==> src/rtl/seq_detect_n_if.sv <==
// Serial-stream side of seq_detect_n: bit/qualifier/mode inputs and the match pulses and hit counters.
// The stream source and status block act as master; the detector is the slave.
interface seq_detect_n_if #(
  parameter int unsigned CNT_W = 8
);

  logic             X;
  logic             en;
  logic             overlap;
  logic             clr_cnt;
  logic             Z1;
  logic             Z2;
  logic [CNT_W-1:0] cnt1;
  logic [CNT_W-1:0] cnt2;

  modport master (
    output X, en, overlap, clr_cnt,
    input  Z1, Z2, cnt1, cnt2
  );

  modport slave (
    input  X, en, overlap, clr_cnt,
    output Z1, Z2, cnt1, cnt2
  );

endinterface

==> src/rtl/seq_detect_n.sv <==
// Two-pattern serial sequence detector with sample enable, overlap mode select
// and saturating per-pattern hit counters. All outputs are registered.
module seq_detect_n #(
  parameter int unsigned     LEN   = 3,
  parameter logic [LEN-1:0]  PAT1  = LEN'(3'b110),
  parameter logic [LEN-1:0]  PAT2  = LEN'(3'b100),
  parameter int unsigned     CNT_W = 8
) (
  input  logic            clk,
  input  logic            rst,
  seq_detect_n_if.slave   bus
);

  localparam int unsigned NPAT   = 2;
  localparam int unsigned FILL_W = $clog2(LEN + 1);

  // Elaboration-time parameter legality
  if (LEN < 2 || LEN > 16) begin : g_bad_len
    $fatal(1, "seq_detect_n: LEN must be in 2..16");
  end
  if (CNT_W < 1 || CNT_W > 32) begin : g_bad_cnt_w
    $fatal(1, "seq_detect_n: CNT_W must be in 1..32");
  end

  function automatic logic [LEN-1:0] pat_of(input int unsigned k);
    return (k == 0) ? PAT1 : PAT2;
  endfunction

  // Only LEN-1 past bits are needed: the newest bit completes the window.
  logic [LEN-2:0]    hist_q, hist_d;
  logic [FILL_W-1:0] fill_q [NPAT];
  logic [FILL_W-1:0] fill_d [NPAT];
  logic [CNT_W-1:0]  cnt_q  [NPAT];
  logic [CNT_W-1:0]  cnt_d  [NPAT];
  logic [NPAT-1:0]   z_q, z_d;
  logic [LEN-1:0]    cand_c;
  logic [NPAT-1:0]   match_c;

  always_comb begin
    cand_c  = {hist_q, bus.X};
    hist_d  = hist_q;
    z_d     = '0;
    match_c = '0;
    for (int unsigned k = 0; k < NPAT; k++) begin
      fill_d[k] = fill_q[k];
      cnt_d[k]  = cnt_q[k];
    end

    if (bus.en) begin
      hist_d = cand_c[LEN-2:0];
    end

    for (int unsigned k = 0; k < NPAT; k++) begin
      match_c[k] = bus.en && (fill_q[k] >= FILL_W'(LEN - 1)) && (cand_c == pat_of(k));
      z_d[k]     = match_c[k];

      // A non-overlapped hit restarts this pattern's fill so its bits are not reused.
      if (bus.en) begin
        if (match_c[k] && !bus.overlap) begin
          fill_d[k] = '0;
        end else if (fill_q[k] != FILL_W'(LEN)) begin
          fill_d[k] = fill_q[k] + FILL_W'(1);
        end
      end

      // Clear wins over a coincident hit; counter saturates at all-ones.
      if (bus.clr_cnt) begin
        cnt_d[k] = '0;
      end else if (match_c[k] && !(&cnt_q[k])) begin
        cnt_d[k] = cnt_q[k] + CNT_W'(1);
      end
    end
  end

  always_ff @(posedge clk) begin
    if (rst) begin
      hist_q <= '0;
      z_q    <= '0;
      for (int unsigned k = 0; k < NPAT; k++) begin
        fill_q[k] <= '0;
        cnt_q[k]  <= '0;
      end
    end else begin
      hist_q <= hist_d;
      z_q    <= z_d;
      for (int unsigned k = 0; k < NPAT; k++) begin
        fill_q[k] <= fill_d[k];
        cnt_q[k]  <= cnt_d[k];
      end
    end
  end

  assign bus.Z1   = z_q[0];
  assign bus.Z2   = z_q[1];
  assign bus.cnt1 = cnt_q[0];
  assign bus.cnt2 = cnt_q[1];

endmodule

==> src/flat_wrapper.sv <==
// flat-port wrapper written by rule: the top's interface ports become plain ports
module seq_detect_n_flat 
#(
  parameter int unsigned     LEN   = 3,
  parameter logic [LEN-1:0]  PAT1  = LEN'(3'b110),
  parameter logic [LEN-1:0]  PAT2  = LEN'(3'b100),
  parameter int unsigned     CNT_W = 8
)
  (clk, rst, bus_X, bus_en, bus_overlap, bus_clr_cnt, bus_Z1, bus_Z2, bus_cnt1, bus_cnt2);
  seq_detect_n_if #(.CNT_W(CNT_W)) bus_i ();
  input  logic clk;
  input  logic rst;
  input wire logic [$bits(bus_i.X)-1:0] bus_X;
  input wire logic [$bits(bus_i.en)-1:0] bus_en;
  input wire logic [$bits(bus_i.overlap)-1:0] bus_overlap;
  input wire logic [$bits(bus_i.clr_cnt)-1:0] bus_clr_cnt;
  output wire logic [$bits(bus_i.Z1)-1:0] bus_Z1;
  output wire logic [$bits(bus_i.Z2)-1:0] bus_Z2;
  output wire logic [$bits(bus_i.cnt1)-1:0] bus_cnt1;
  output wire logic [$bits(bus_i.cnt2)-1:0] bus_cnt2;
  assign bus_i.X = bus_X;
  assign bus_i.en = bus_en;
  assign bus_i.overlap = bus_overlap;
  assign bus_i.clr_cnt = bus_clr_cnt;
  assign bus_Z1 = bus_i.Z1;
  assign bus_Z2 = bus_i.Z2;
  assign bus_cnt1 = bus_i.cnt1;
  assign bus_cnt2 = bus_i.cnt2;
  seq_detect_n #(.LEN(LEN), .PAT1(PAT1), .PAT2(PAT2), .CNT_W(CNT_W)) u_core (.clk(clk), .rst(rst), .bus(bus_i));
endmodule
==> config.mk <==
export PLATFORM = sky130hd
export DESIGN_NAME = seq_detect_n_flat
export DESIGN_NICKNAME = d
export VERILOG_FILES = /design/src/rtl/seq_detect_n_if.sv /design/src/rtl/seq_detect_n.sv /design/src/flat_wrapper.sv
export SDC_FILE = /design/constraint.sdc
export NUM_CORES = 1
export LEC_CHECK = 0
export BUFFER_PORTS_ARGS = -buffer_cell sky130_fd_sc_hd__buf_2
export CELL_PAD_IN_SITES_DETAIL_PLACEMENT = 1
export CELL_PAD_IN_SITES_GLOBAL_PLACEMENT = 1
export CORE_ASPECT_RATIO = 0.8
export CORE_MARGIN = 5
export CORE_UTILIZATION = 40
export DETAILED_ROUTE_END_ITERATION = 10
export GPL_ROUTABILITY_DRIVEN = 0
export HOLD_SLACK_MARGIN = 0.02
export PLACE_DENSITY_LB_ADDON = 0.1
export SLEW_MARGIN = 30
export SYNTH_ARGS = -nofsm -noshare
export SYNTH_HDL_FRONTEND = slang
export SYNTH_SLANG_ARGS = --single-unit
==> constraint.sdc <==
create_clock -name clk -period 1.95 [get_ports clk]
set_clock_uncertainty 0.2 [all_clocks]
set_input_delay 0.39 -clock clk [delete_from_list [all_inputs] [get_ports clk]]
set_output_delay 0.39 -clock clk [all_outputs]
set_load 0.01 [all_outputs]
==> results of run 1 <==
-- flip-flops by register name, indices dropped and copies added (netlist names) --
register       cells
u_core.hist_q      2
u_core.cnt_q      16
u_core.z_q         2
u_core.fill_q      4
-- synthesized netlist by cell type (all sizes together), types with 3 or more instances --
cell type / n
dfxtp: 24
nor2: 16
nand2: 12
a21oi: 10
nand3: 7
ha: 6
mux2i: 5
a31oi: 4
inv: 4
nor3: 4
or4: 4
nor4: 3
o211ai: 3
o21ai: 3
o31ai: 3
-- report_power, final --
part / internal (mW) / switching, mW / total (mW)
clock network: 0.138 / 0.155 / 0.293
logic: 0.0293 / 0.0364 / 0.0658
registers: 0.498 / 0.00921 / 0.507
total: 0.665 / 0.201 / 0.866
-- final timing paths --
check	start	to	slack (ns)	cells after the start
worst max-delay path	u_core.fill_q[0][3]	u_core.cnt_q[0][14]	0.11	5
worst min register to register	u_core.cnt_q[0][14]	u_core.cnt_q[0][14]	0.32	2
worst max register to register	u_core.fill_q[0][3]	u_core.cnt_q[0][14]	0.11	5
worst min-delay path	bus_X	u_core.hist_q[0]	0.21	3
-- worst max-delay path, stage by stage, from the launching register on --
cell,delay (ns)
dfxtp_1,0.41
ha_1,0.20
o21ba_2,0.18
nand2_2,0.10
or4_1,0.51
a21oi_1,0.16
-- stage by stage --
stage	utilization [%]	hold slack, ns	setup WS, ns	area (um^2)	cells
after floorplan	-	0.282	0.260	1220	139
after global placement	48.7	0.286	0.126	1390	200
after global routing	50.2	0.213	0.00250	1430	203
final	50.2	0.213	0.111	1430	203
after CTS	50.2	0.210	0.104	1430	203
after detailed placement	48.7	0.314	0.0725	1390	200
-- layer usage --
metal | wire [um] | share of wire [%] | vias to the layer above
met5 | 0 | 0 | -
met4 | 18 | 0.58 | 0
met3 | 124 | 4.0 | 2
met2 | 1380 | 45 | 16
met1 | 1560 | 51 | 548
li1 | - | - | 568
-- logic make-up (layout without fill, tap and decap cells) --
kind of cell / Yosys count / after routing / share of synthesized area [%]
and+or+nand+nor: 60 / 60 / 26.9
xor gates and xnor gates: 1 / 1 / 0.718
buffers and inverters: 8 / 34 / 3.18
AOI/OAI and AO/OA: 35 / 35 / 19.6
DFF: 24 / 24 / 39.4
muxes: 5 / 5 / 4.10
adders and majority gates: 6 / 6 / 6.15
-- final cells by class --
cell class,count,area [um^2]
Multi-Input combinational cell,107,701
Sequential cell,24,480
Tap cell,38,47.5
Fill cell,354,1420
Inverter,4,15.0
Timing Repair Buffer,27,145
Clock buffer,3,41.3
==> flow_summary.toml, run 1 <==
[outcome]
status = "finished, final reports clean"

[clocking]
clockBufferDepth = 2
cts_tree = "done"
clock-sinks = 24
numCtsBuffers = 3
ctsRootBufferMaster = "clkbuf_8"
cts_hold_buf = 0
htreeDepth = 1
cts_resized = 0
path_clk_slew_ns = 0.08
clk_latency_ns = 0.26
cts_setup_buffers = 0

[floorplanning]
die_width_um = 71.7
core_area_mm2 = 0.00285
io_pins = 24
start_util_pct = 42.8
die_area_mm2 = 0.00426
die_y_um = 59.4
rows = 17

[global_routing]
grt_pass1_vias = 1093
grt_antenna_before_repair = 0
grt_util_all_layers_pct = 15.2
busiest_layer = "met2"
grt_pass1_wl_um = 5160
overflow = 0
met3_usage_pct = 4.24
grt_max_degree = 14
use_met1_pct = 19.9
grt_use_met2_pct = 25.4

[timing]
setup_violations = 0
slew-limit-headroom_pct = 71.3
finalCritPeriodShare_pct = 94.3
worst_slew_pin_slew_ns = 0.426
timing.fmax_mhz = 544
finalHoldViolCount = 0
setup_tns_ns = 0
period_needed_ns = 1.84
grt_setup_unrepaired = "false"
drv_slew = 0

[drt]
vias_per_cell = 5.59
wl_per_cell_um = 15.2
firstDrtPassIters = 4
antenna_left = 0
drt_wl_total_um = 3080
vias = 1134
drc = 0
drt_iter0_markers = 59

[pwr]
p_leak_nw = 0.595
power_mw = 0.866
ir_drop_mv = 0.395
power_density_mw_per_mm2 = 606

[synthesis]
ys_seq_elements = 24
avgSynthCellArea_um2 = 8.78
synth.top_cells.by_area = "dfxtp_1, ha_1, nor2_1"
async_flop_share_pct = 0
ys_seq_area_share_pct = 39.4
yosys.area.top_type_share_pct = 39.4
synth_flop_cell = "dfxtp_1"
synth-edff-count = 0
synthesis.instances = 139
yosys_warnings = 0
ys_types = 43
syn_nets = 151
syn_area_mm2 = 0.00122
synth_top_area_cell = "dfxtp_1"

[setup_path]
cp_max_fo = 5
path_class = "reg2reg"
worstPathArrival_ns = 1.84
critPathCaptureType = "flop"
cp-start-kind = "flop"
cp.required_ns = 1.95

[place]
io_buffers = 23
hpwlAfterDp_um = 2410

[layout]
fin_nets = 179
drive_gt1_share_pct = 23.0
diodes = 0
final_common_cell = "dfxtp_1"
area_delta_synth_final_pct = 17.2
layout_common_cells = "dfxtp_1, buf_2, nor2_1, nand2_1, a21oi_1"

[run]
cap_viol_max_count = 0

[hold_path]
hold_path.class = "in2reg"
(Power assumes the default switching activity.)
==> run 2: changes to the inputs <==
Settings changed: SETUP_SLACK_MARGIN set to 0.5.
==> flow_summary.toml, run 2 (same netlist as run 1, synthesis figures left out) <==
[floorplanning]
rows = 17
die_width_um = 71.7
die_area_mm2 = 0.00426
io_pins = 24
core_area_mm2 = 0.00285
start_util_pct = 42.8
die_y_um = 59.4

[timing]
setup_tns_ns = 0
drv_slew = 0
setup_violations = 0
slew-limit-headroom_pct = 67.1
worst_slew_pin_slew_ns = 0.494
grt_setup_unrepaired = "true"
period_needed_ns = 1.72
finalHoldViolCount = 0
finalCritPeriodShare_pct = 88.1
finalWorstSetupSlack_ns = 0.233
timing.fmax_mhz = 582

[drt]
antenna_left = 0
vias = 1338
wl_per_cell_um = 22.7
firstDrtPassIters = 4
vias_per_cell = 5.92
drc = 0
drt_iter0_markers = 88
drt_wl_total_um = 5120

[layout]
final_common_cell = "buf_2"
largest_register_ff_count = 16
area_delta_synth_final_pct = 59.0
fill_cells = 325
largest-register = "u_core.cnt_q"
fin_nets = 201
diodes = 0
drive_gt1_share_pct = 58.0
reg_top3 = "u_core.cnt_q x16, u_core.fill_q x4"
layout_common_cells = "buf_2, buf_4, nor2_1, buf_6, dfxtp_2"

[global_routing]
grt_pass1_wl_um = 6670
grt_antenna_before_repair = 0
grt_util_all_layers_pct = 20.4
grt_pass1_vias = 1336
overflow = 0
grt_max_degree = 14

[clocking]
clk_latency_ns = 0.28
ctsRootBufferMaster = "clkbuf_8"
clockBufferDepth = 2
clock-sinks = 24
cts_tree = "done"
cts_hold_buf = 0
htreeDepth = 1
numCtsBuffers = 3
path_clk_slew_ns = 0.08

[outcome]
status = "finished, final reports clean"

[run]
cap_viol_max_count = 0

[setup_path]
cp_max_fo = 4
worstPathArrival_ns = 1.72
critPathCaptureType = "flop"
path_class = "reg2reg"
cp-start-kind = "flop"
cp.required_ns = 1.96

[hold_path]
hold_path.class = "in2reg"

[place]
dpl_worst_slack_ns = 0.0693
hpwlAfterDp_um = 2430
io_buffers = 23

[pwr]
ir_drop_mv = 0.418
power_density_mw_per_mm2 = 496
p_leak_nw = 0.816
-- run 2: changes by cell type in the layout (fill, tap and decap cells not counted), sizes merged --
cell / before / now
buf: 27 / 49
clkbuf: 3 / 4
-- run 2: cell type report --
class                      instances  area (um^2)  area share (%)
multi-input combinational        107          915            47.2
sequential                        24          532            27.4
timing repair buffer              49          375            19.4
clock buffer                       4         55.1            2.84
tap                               38         47.5            2.45
inverter                           4         15.0           0.774
-- run 2: report_power, final --
| part | total (mW) | switching [mW] | leakage [nW] | internal, mW |
|---|---|---|---|---|
| Combinational | 0.114 | 0.0621 | 0.580 | 0.0515 |
| Sequential | 0.497 | 0.0105 | 0.207 | 0.487 |
| Clock | 0.352 | 0.171 | 0.0288 | 0.181 |
| Total | 0.963 | 0.243 | 0.816 | 0.719 |
-- run 2: through the flow --
| stage | cell area [um^2] | util (%) | hold WS [ns] | power, mW | cells |
|---|---|---|---|---|---|
| 2_1_floorplan | 1350 | - | 0.279 | 0.580 | 139 |
| 4_1_cts | 1790 | 62.9 | 0.190 | 0.947 | 221 |
| 3_3_place_gp | 1480 | 51.9 | 0.283 | 0.592 | 198 |
| 3_5_place_dp | 1480 | 51.9 | 0.288 | 0.595 | 198 |
| 6_report | 1940 | 68.0 | 0.229 | 0.963 | 226 |
| 5_1_grt | 1940 | 68.0 | 0.244 | 0.999 | 226 |
-- run 2: per-layer routing --
metal,vias to the layer above,wire (um),track usage (%)
met3,10,175,4.07
met2,31,2530,37.6
met4,0,99,4.02
li1,618,-,-
met5,-,0,0
met1,679,2320,24.7
-- run 2: worst max-delay path: stages, from the launching register on --
cell	delay (ns)
dfxtp_2	0.33
inv_2	0.07
ha_4	0.16
o21a_1	0.19
nand2_2	0.10
or4_1	0.45
a21oi_1	0.15
-- run 2: timing repair --
| action | 4_1_cts | 5_1_grt |
|---|---|---|
| buffers inserted | 19 | 5 |
| gates resized for setup | 33 | 25 |
| pin swaps | 18 | 17 |
| endpoints found under the setup margin | 24 | 29 |
-- run 2: worst paths after layout --
| check | to | start | slack [ns] | depth (start not counted) |
|---|---|---|---|---|
| min reg2reg | u_core.cnt_q[0][10] | u_core.cnt_q[0][10] | 0.31 | 1 |
| min | u_core.hist_q[0] | bus_X | 0.23 | 3 |
| max | u_core.cnt_q[0][4] | u_core.fill_q[0][0] | 0.23 | 6 |
| max reg2reg | u_core.cnt_q[0][4] | u_core.fill_q[0][0] | 0.23 | 6 |
